### config.mk
export PLATFORM = sky130hd
export DESIGN_NAME = ram_fifo_ctrl
export DESIGN_NICKNAME = d
export VERILOG_FILES = /design/src/rtl/ram_fifo_ctrl.sv
export SDC_FILE = /design/constraint.sdc
export NUM_CORES = 1
export LEC_CHECK = 0
export CORE_UTILIZATION = 36
export DETAILED_ROUTE_END_ITERATION = 16
export GPL_ROUTABILITY_DRIVEN = 0
export MAX_ROUTING_LAYER = met4
export PLACE_DENSITY = 0.81
export SLEW_MARGIN = 5
export SYNTH_ARGS = -nofsm -noshare
export SYNTH_HDL_FRONTEND = slang
export SYNTH_SLANG_ARGS = --single-unit
### constraint.sdc
create_clock -name clk -period 3.4 [get_ports clk]
set_input_delay 0.68 -clock clk [delete_from_list [all_inputs] [get_ports clk]]
set_output_delay 0.68 -clock clk [all_outputs]
set_load 0.01 [all_outputs]
### src/rtl/ram_fifo_ctrl.sv
// FIFO controller around an external registered-read RAM, with a 2-entry output skid buffer.
// Optional: define RAM_FIFO_OVF_ERR_EN to add a sticky ovf_err output for refused pushes.
module ram_fifo_ctrl #(
    parameter int unsigned RAM_WIDTH = 64,
    parameter int unsigned ADDR_SIZE = 4
) (
    input  logic                 clk,
    input  logic                 rst_n,
`ifdef RAM_FIFO_OVF_ERR_EN
    output logic                 ovf_err,
`endif
    input  logic                 push_valid,
    output logic                 push_ready,
    input  logic [RAM_WIDTH-1:0] push_data,
    output logic                 pop_valid,
    input  logic                 pop_ready,
    output logic [RAM_WIDTH-1:0] pop_data,
    output logic [ADDR_SIZE:0]   count,
    output logic [RAM_WIDTH-1:0] ram_data_in,
    output logic [ADDR_SIZE-1:0] ram_wr_address,
    output logic                 ram_write,
    output logic [ADDR_SIZE-1:0] ram_rd_address,
    output logic                 ram_read,
    input  logic [RAM_WIDTH-1:0] ram_data_out
);

    localparam int unsigned DEPTH = 2**ADDR_SIZE;
    localparam int unsigned CW    = ADDR_SIZE + 1;

    logic [ADDR_SIZE-1:0] r_wr_ptr;
    logic [ADDR_SIZE-1:0] r_rd_ptr;
    logic [CW-1:0]        r_mem_count;
    logic [CW-1:0]        r_count;
    logic [1:0]           r_ob_count;
    logic                 r_inflight;
    logic [RAM_WIDTH-1:0] r_ob0;
    logic [RAM_WIDTH-1:0] r_ob1;

    logic                 w_push_fire;
    logic                 w_pop_fire;
    logic [2:0]           w_ob_load;
    logic                 w_rd_fire;

    assign push_ready  = rst_n && (r_count < CW'(DEPTH));
    assign w_push_fire = push_valid && push_ready;
    assign pop_valid   = (r_ob_count != 2'd0);
    assign w_pop_fire  = pop_valid && pop_ready;

    // Buffer occupancy after this cycle's pop, counting the word already on its way from RAM.
    assign w_ob_load = {1'b0, r_ob_count} + {2'b00, r_inflight} - {2'b00, w_pop_fire};
    assign w_rd_fire = rst_n && (r_mem_count != CW'(0)) && (w_ob_load < 3'd2);

    assign ram_write      = w_push_fire;
    assign ram_wr_address = r_wr_ptr;
    assign ram_data_in    = push_data;
    assign ram_read       = w_rd_fire;
    assign ram_rd_address = r_rd_ptr;
    assign pop_data       = r_ob0;
    assign count          = r_count;

    // Pointers and occupancy counters.
    always_ff @(posedge clk) begin
        if (!rst_n) begin
            r_wr_ptr    <= '0;
            r_rd_ptr    <= '0;
            r_mem_count <= '0;
            r_count     <= '0;
            r_inflight  <= 1'b0;
        end else begin
            if (w_push_fire) r_wr_ptr <= r_wr_ptr + ADDR_SIZE'(1);
            if (w_rd_fire)   r_rd_ptr <= r_rd_ptr + ADDR_SIZE'(1);
            case ({w_push_fire, w_rd_fire})
                2'b10:   r_mem_count <= r_mem_count + CW'(1);
                2'b01:   r_mem_count <= r_mem_count - CW'(1);
                default: r_mem_count <= r_mem_count;
            endcase
            case ({w_push_fire, w_pop_fire})
                2'b10:   r_count <= r_count + CW'(1);
                2'b01:   r_count <= r_count - CW'(1);
                default: r_count <= r_count;
            endcase
            r_inflight <= w_rd_fire;
        end
    end

    // In-order skid buffer: r_ob0 is the head, RAM data lands at the tail.
    always_ff @(posedge clk) begin
        if (!rst_n) begin
            r_ob_count <= 2'd0;
            r_ob0      <= '0;
            r_ob1      <= '0;
        end else if (r_inflight && w_pop_fire) begin
            if (r_ob_count == 2'd1) begin
                r_ob0 <= ram_data_out;
            end else begin
                r_ob0 <= r_ob1;
                r_ob1 <= ram_data_out;
            end
        end else if (r_inflight) begin
            if (r_ob_count == 2'd0) r_ob0 <= ram_data_out;
            else                    r_ob1 <= ram_data_out;
            r_ob_count <= r_ob_count + 2'd1;
        end else if (w_pop_fire) begin
            r_ob0      <= r_ob1;
            r_ob_count <= r_ob_count - 2'd1;
        end
    end

`ifdef RAM_FIFO_OVF_ERR_EN
    logic r_ovf_err;

    always_ff @(posedge clk) begin
        if (!rst_n)                         r_ovf_err <= 1'b0;
        else if (push_valid && !push_ready) r_ovf_err <= 1'b1;
    end

    assign ovf_err = r_ovf_err;
`endif

endmodule
## After elaboration in Yosys (flattened, before gate mapping)

Cells that the tools add are included.

- Register bits after elaboration: 149
- Bits in latches: 0
- Memory bits (writable): 0
- Bits in read-only memories: 0
- Input port bits: 132
- Output and inout port bits: 145
- Logic and storage cells: 59
- Memories: 0

- $add $sub $neg: 10
- Multipliers: 0
- Divide/modulo/power cells: 0
- Magnitude comparators: 2
- Equal/unequal tests: 8
- Shift-type cells: 0
- Mux-type cells: 13
- Bitwise gates (word level): 1
- Reduce and logical (&&, ||, !) cells: 17

Operator list:

| operator | number |
|---|---|
| 64-bit two-way mux | 9 |
| 5-bit case mux with 2 select lines | 2 |
| 5-bit by 1-bit adder with 5-bit output, second input constant | 2 |
| 2-bit nonzero test | 5 |
| 5-bit by 1-bit subtractor with 5-bit output, second input constant | 2 |
| 4-bit by 1-bit adder with 4-bit output, second input constant | 2 |
| 2-bit by 1-bit equality test with 1-bit output, second input constant | 3 |
| 1-bit logical AND | 6 |
| 5-bit < comparator, second input constant | 1 |
| 5-bit nonzero test | 1 |
| 2-bit equality test, second input constant | 2 |
| 2-bit two-way mux | 2 |
| 2-bit != test, second input constant | 2 |
| 2-bit AND reduction | 2 |
| 2-bit by 1-bit adder with 3-bit output | 1 |
| 3-bit by 2-bit < comparator with 1-bit output, second input constant | 1 |
| 3-bit by 1-bit != test with 1-bit output, second input constant | 1 |
| 3-bit AND reduction | 1 |
| 3-bit nonzero test | 1 |
| 3-bit by 1-bit subtractor with 3-bit output | 1 |
| 2-bit by 1-bit adder with 2-bit output, second input constant | 1 |
| 2-bit zero test | 1 |
| 2-bit by 1-bit subtractor with 2-bit output, second input constant | 1 |
| 1-bit NOT | 1 |

## Longest topological paths before layout

- Depth after elaboration: 7
- Mapped depth: 14

## Least setup slack after synthesis

No wires, ideal clock.

- Path type: flip-flop to flip-flop
- Start point: register r_ob_count[1]
- End point: register r_mem_count[4]
- Arrival time: 3.112 ns
- Data required time: 3.279 ns
- Slack: 0.167 ns
- Stages on the path, launching flop included: 15
- Clock period less this slack: 3.233 ns
- Cells stage by stage: dfxtp_1 -> inv_1 -> ha_1 -> nand2b_1 -> xnor2_1 -> nand2b_1 -> fa_1 -> xnor2_1 -> o2111a_2 -> ha_1 -> ha_1 -> a21oi_1 -> and4b_1 -> a21oi_1 -> mux2i_1

- Word-level cells in the longest chain between the ends: 7
- Elaborated cells between the ends (all ways): 10
- Those cells by class: add/sub: 2; order compare: 1; eq/ne: 2; mux: 1; reduce/logical: 4

RTL lines:

| what | line | text |
|---|---|---|
| start, declared | 34 | `logic [1:0] r_ob_count;` |
| start signal, assigned | 102 | `r_ob_count <= r_ob_count + 2'd1;` |
| start signal, assigned | 105 | `r_ob_count <= r_ob_count - 2'd1;` |
| branches (longest 2 deep; another with 2-bit by 1-bit adder with 3-bit output) | n/a |  |
| 3-bit by 1-bit subtractor with 3-bit output * | 50 | `assign w_ob_load = {1'b0, r_ob_count} + {2'b00, r_inflight} - {2'b00, w_pop_fire};` |
| 3-bit by 2-bit < comparator with 1-bit output * | 51 | `assign w_rd_fire = rst_n && (r_mem_count != CW'(0)) && (w_ob_load < 3'd2);` |
| 1-bit logical AND * | 51 |  |
| net ram_read | 23 | `output logic ram_read,` |
| 2-bit by 1-bit equality test with 1-bit output or 2-bit equality test (tied branches) | 72 | `case ({w_push_fire, w_rd_fire})` |
| 5-bit case mux with 2 select lines or 2-bit nonzero test (tied branches) | n/a |  |
| end signal, assigned | 73 | `2'b10: r_mem_count <= r_mem_count + CW'(1);` |
| end signal, assigned | 74 | `2'b01: r_mem_count <= r_mem_count - CW'(1);` |
| end signal, assigned | 75 | `default: r_mem_count <= r_mem_count;` |
| end, declared | 32 | `logic [CW-1:0] r_mem_count;` |

Mark *: on every way through the listed nets, which the timed path passes.
A chain may end at the register's enable or synchronous reset.

## Worst setup path after layout

- Start point: input pop_ready
- End point: register r_mem_count[4]

- Word-level cells in the longest chain between the ends: 6
- Elaborated cells between the ends (all ways): 8
- Those cells by class: add/sub: 1; order compare: 1; eq/ne: 2; mux: 1; reduce/logical: 3

RTL lines:

| what | line | text |
|---|---|---|
| start, declared | 16 | `input logic pop_ready,` |
| 1-bit logical AND * | 47 | `assign w_pop_fire = pop_valid && pop_ready;` |
| 3-bit by 1-bit subtractor with 3-bit output * | 50 |  |
| 3-bit by 2-bit < comparator with 1-bit output * | 51 |  |
| 1-bit logical AND * | 51 |  |
| 2-bit by 1-bit equality test with 1-bit output or 2-bit equality test (tied branches) | 72 |  |
| 5-bit case mux with 2 select lines or 2-bit nonzero test (tied branches) | n/a |  |

Mark *: on every way between the ends. The rest lies on a longest branch, timed or not.

==> impl_metrics.prom <==
# TYPE chip_impl_metric gauge
chip_impl_info{name="run_status",value="completed"} 1
chip_impl_info{name="postSynth.topFlopCell",value="dfxtp_1"} 1
chip_impl_metric{name="place.detailed.hpwl",unit="um"} 10000
chip_impl_metric{name="fmax",unit="MHz"} 306
chip_impl_metric{name="dieArea",unit="um2"} 18900
chip_impl_metric{name="layout.nets",unit=""} 974
chip_impl_metric{name="path_clk_slew",unit="ps"} 60
chip_impl_metric{name="route.vias.total",unit=""} 5271
chip_impl_metric{name="postPlaceCellArea",unit="um2"} 7790
chip_impl_metric{name="final_antenna_net_count",unit=""} 0
chip_impl_metric{name="initial_core_util",unit="%"} 36.7
chip_impl_metric{name="timing.slew.headroom",unit="%"} 38.1
chip_impl_metric{name="synth_async_sr_flop_share",unit="%"} 0
chip_impl_info{name="synth_top_area_cell",value="dfxtp_1"} 1
chip_impl_info{name="final_common_cell",value="dfxtp_1"} 1
chip_impl_metric{name="ctsHtreeMaxLevel",unit=""} 4
chip_impl_metric{name="grt_antenna_before_repair",unit=""} 3
chip_impl_metric{name="clock_tree_buffer_depth",unit=""} 2
chip_impl_metric{name="layout.core_utilization",unit="%"} 46.5
chip_impl_metric{name="inserted_clock_buffers",unit=""} 17
chip_impl_metric{name="placement_rows",unit=""} 49
chip_impl_metric{name="yosysWarnings",unit=""} 0
chip_impl_metric{name="routedWlPerCell",unit="um"} 14.8
chip_impl_metric{name="gr-total-overflow",unit=""} 0
chip_impl_metric{name="clkSinkCount",unit=""} 149
chip_impl_metric{name="yosysSeqAreaShare",unit="%"} 45.3
chip_impl_metric{name="ys_seq_elements",unit=""} 149
chip_impl_info{name="worstPathCellList",value="clkdlybuf4s50_1 -> nand2b_1 -> xnor2_1 -> nand2b_1 -> fa_2 -> xnor2_2 -> o2111a_2 -> ha_2 -> ha_1 -> a21oi_1 -> and4b_1 -> a21oi_1 -> mux2i_1"} 1
chip_impl_metric{name="first_pass_drt_iterations",unit=""} 4
chip_impl_info{name="cell_type_of_the_slowest_stage_on_the_worst_timing_path",value="clkdlybuf4s50_1"} 1
chip_impl_metric{name="finalSetupViolations",unit=""} 0
chip_impl_metric{name="postCtsSetupBuffers",unit=""} 0
chip_impl_info{name="hold_path.class",value="reg2reg"} 1
chip_impl_metric{name="worst_ep_arrival_time",unit="ps"} 3570
chip_impl_metric{name="p_leak",unit="nW"} 3.38
chip_impl_metric{name="detail_route.vias_per_cell",unit=""} 4.93
chip_impl_metric{name="drc",unit=""} 0
chip_impl_info{name="critPathKind",value="in2reg"} 1
chip_impl_metric{name="yosys.area.top_type_share",unit="%"} 45.3
chip_impl_metric{name="port-buffer-count",unit=""} 148
chip_impl_metric{name="max-cap-violations",unit=""} 0
chip_impl_metric{name="area.growth.synth_to_final",unit="%"} 26.8
chip_impl_metric{name="power_per_cell_area",unit="nW/um2"} 796
chip_impl_metric{name="grt_start_max_net_pins",unit=""} 85
chip_impl_metric{name="core_area",unit="um2"} 18000
chip_impl_metric{name="route.final.wire_length",unit="um"} 15800
chip_impl_metric{name="timing.setup.tns",unit="ps"} 0
chip_impl_metric{name="report.final.slew_viol_count",unit=""} 0
chip_impl_metric{name="die_x",unit="um"} 137
chip_impl_metric{name="grt_use_total",unit="%"} 17.6
chip_impl_metric{name="worstMarginPinSlew",unit="ps"} 929
chip_impl_metric{name="later_pin_clock_latency_in_the_skew_report",unit="ps"} 410
chip_impl_info{name="grt_setup_unrepaired",value="false"} 1
chip_impl_metric{name="totalPowerFinal",unit="mW"} 6.65
chip_impl_info{name="end_kind",value="flop"} 1
chip_impl_metric{name="final_hold_violation_count",unit=""} 0
chip_impl_metric{name="finalCriticalPeriod",unit="ps"} 3270
chip_impl_metric{name="post_synth_num_cell_types",unit=""} 36
chip_impl_info{name="ys_top_cells_by_area",value="dfxtp_1, mux2i_1, a21oi_1"} 1
chip_impl_metric{name="post_synth_inst_count",unit=""} 764
chip_impl_info{name="buffer_type_at_the_clock_tree_root",value="clkbuf_16"} 1
chip_impl_metric{name="syn_avg_cell_area",unit="um2"} 8.63
chip_impl_metric{name="global_route_wire_length_before_repair",unit="um"} 24900
chip_impl_metric{name="post-route-cell-area",unit="um2"} 8350
chip_impl_info{name="element_type_at_the_critical_path_start",value="input port"} 1
chip_impl_metric{name="synth_enable_flop_cells",unit=""} 0
chip_impl_metric{name="layout_worst_path_cycle_share",unit="%"} 96.2
chip_impl_metric{name="worstPathMaxFanout",unit=""} 6
chip_impl_metric{name="final_layout_size_suffix_gt1_share",unit="%"} 6.69
chip_impl_metric{name="cts_hold_buf",unit=""} 0
chip_impl_metric{name="synth.cell_area",unit="um2"} 6590
chip_impl_metric{name="worst_clock_skew",unit="ps"} 9.71
chip_impl_metric{name="vdd_drop_max",unit="mV"} 0.325
chip_impl_metric{name="drt_iter0_markers",unit=""} 189
chip_impl_metric{name="first_global_vias",unit=""} 4928
chip_impl_metric{name="synthesis.nets",unit=""} 911
chip_impl_metric{name="design.portCount",unit=""} 277
chip_impl_info{name="tritoncts",value="yes"} 1
chip_impl_metric{name="critical-path-max-stage-delay",unit="ps"} 480
chip_impl_info{name="final_cell_mix",value="dfxtp_1, clkdlybuf4s50_1, nand2_1, a21oi_1, mux2i_1"} 1
chip_impl_metric{name="die_y",unit="um"} 137
chip_impl_metric{name="critical_path_required",unit="ps"} 3700
## state kept, by name (all words and copies together), names as in the netlist
signal	flops
pop_data	64
r_inflight	1
r_mem_count	5
r_ob1	64
r_ob_count	2
count	5
ram_wr_address	4
ram_rd_address	4
## worst paths after layout
check / cells past startpoint / start / end / slack [ps]
setup reg to reg: 14 / r_ob_count[1] / r_mem_count[4] / 150
setup / recovery: 13 / pop_ready / r_mem_count[4] / 130
hold reg to reg: 2 / r_ob1[3] / r_ob1[3] / 450
hold / removal: 2 / r_ob1[3] / r_ob1[3] / 450
## metal layers
metal | GRT usage [%] | routed length [um] | share of wire [%]
met1 | 20.3 | 7000 | 44
met2 | 27.7 | 7490 | 47
met3 | 6.03 | 931 | 5.9
met4 | 7.57 | 367 | 2.3
met5 | - | 0 | 0
## cell families (layout without fill, tap and decap cells)
kind of cell,count (synthesis),after routing,share of synthesized area (%)
AOI/OAI and AO/OA,208,208,16.1
xor gates and xnor gates,10,10,1.33
adders and majority gates,15,15,3.19
buffers and inverters,126,199,11.6
DFF,149,149,45.3
muxes,71,71,10.8
other,0,3,0
and+or+nand+nor,185,185,11.7
## cell usage after synthesis, types with 2 or more instances
cell and count:
buf_4 65, clkbuf_1 37, nand2b_1 5, buf_6 6
xor2_1 5, fa_1 3, ha_1 12, o21ai_0 65
nand3_1 7, a21oi_1 136, and3_1 2, or4_1 2
dfxtp_1 149, buf_1 6, nand2_1 140, nand4b_1 2
buf_2 2, xnor2_1 5, inv_1 9, mux2i_1 70
nor2_1 20, o21ai_1 2
## final cells by class
class	instances	area, um2
Multi-Input combinational cell	489	2880
Fill cell	1712	9610
Clock buffer	21	460
Antenna cell	3	7.51
Clock inverter	8	80.1
Timing Repair Buffer	160	1610
Tap cell	229	287
Inverter	10	37.5
Sequential cell	149	2990
## power breakdown
part / internal, mW / total, mW / switching (mW) / leakage (nW)
Sequential: 2.19 / 2.44 / 0.251 / 1.21
Clock: 1.03 / 1.74 / 0.707 / 0.257
Combinational: 1.24 / 2.47 / 1.23 / 1.92
## repair_timing
action	in CTS	in global routing
endpoints found under the hold margin	0	0
setup endpoints to repair	3	3
gates resized for setup	5	3
## per-stage QoR
stage	worst slack (ps)	hold WS (ps)	instances
2_1_floorplan	167	436	764
3_3_place_gp	-215	441	1037
3_5_place_dp	-382	446	1037
4_1_cts	10.4	454	1066
5_1_grt	15.2	465	1069
6_report	128	452	1069
## worst max-delay path: cells and delay by family
kind / cells / cell delay [ps]
xor gates and xnor gates: 2 / 340
muxes: 1 / 110
AOI/OAI and AO/OA: 3 / 530
buffers and inverters: 1 / 480
and+or+nand+nor: 3 / 530
adders and majority gates: 3 / 900
(Power assumes the default switching activity.)
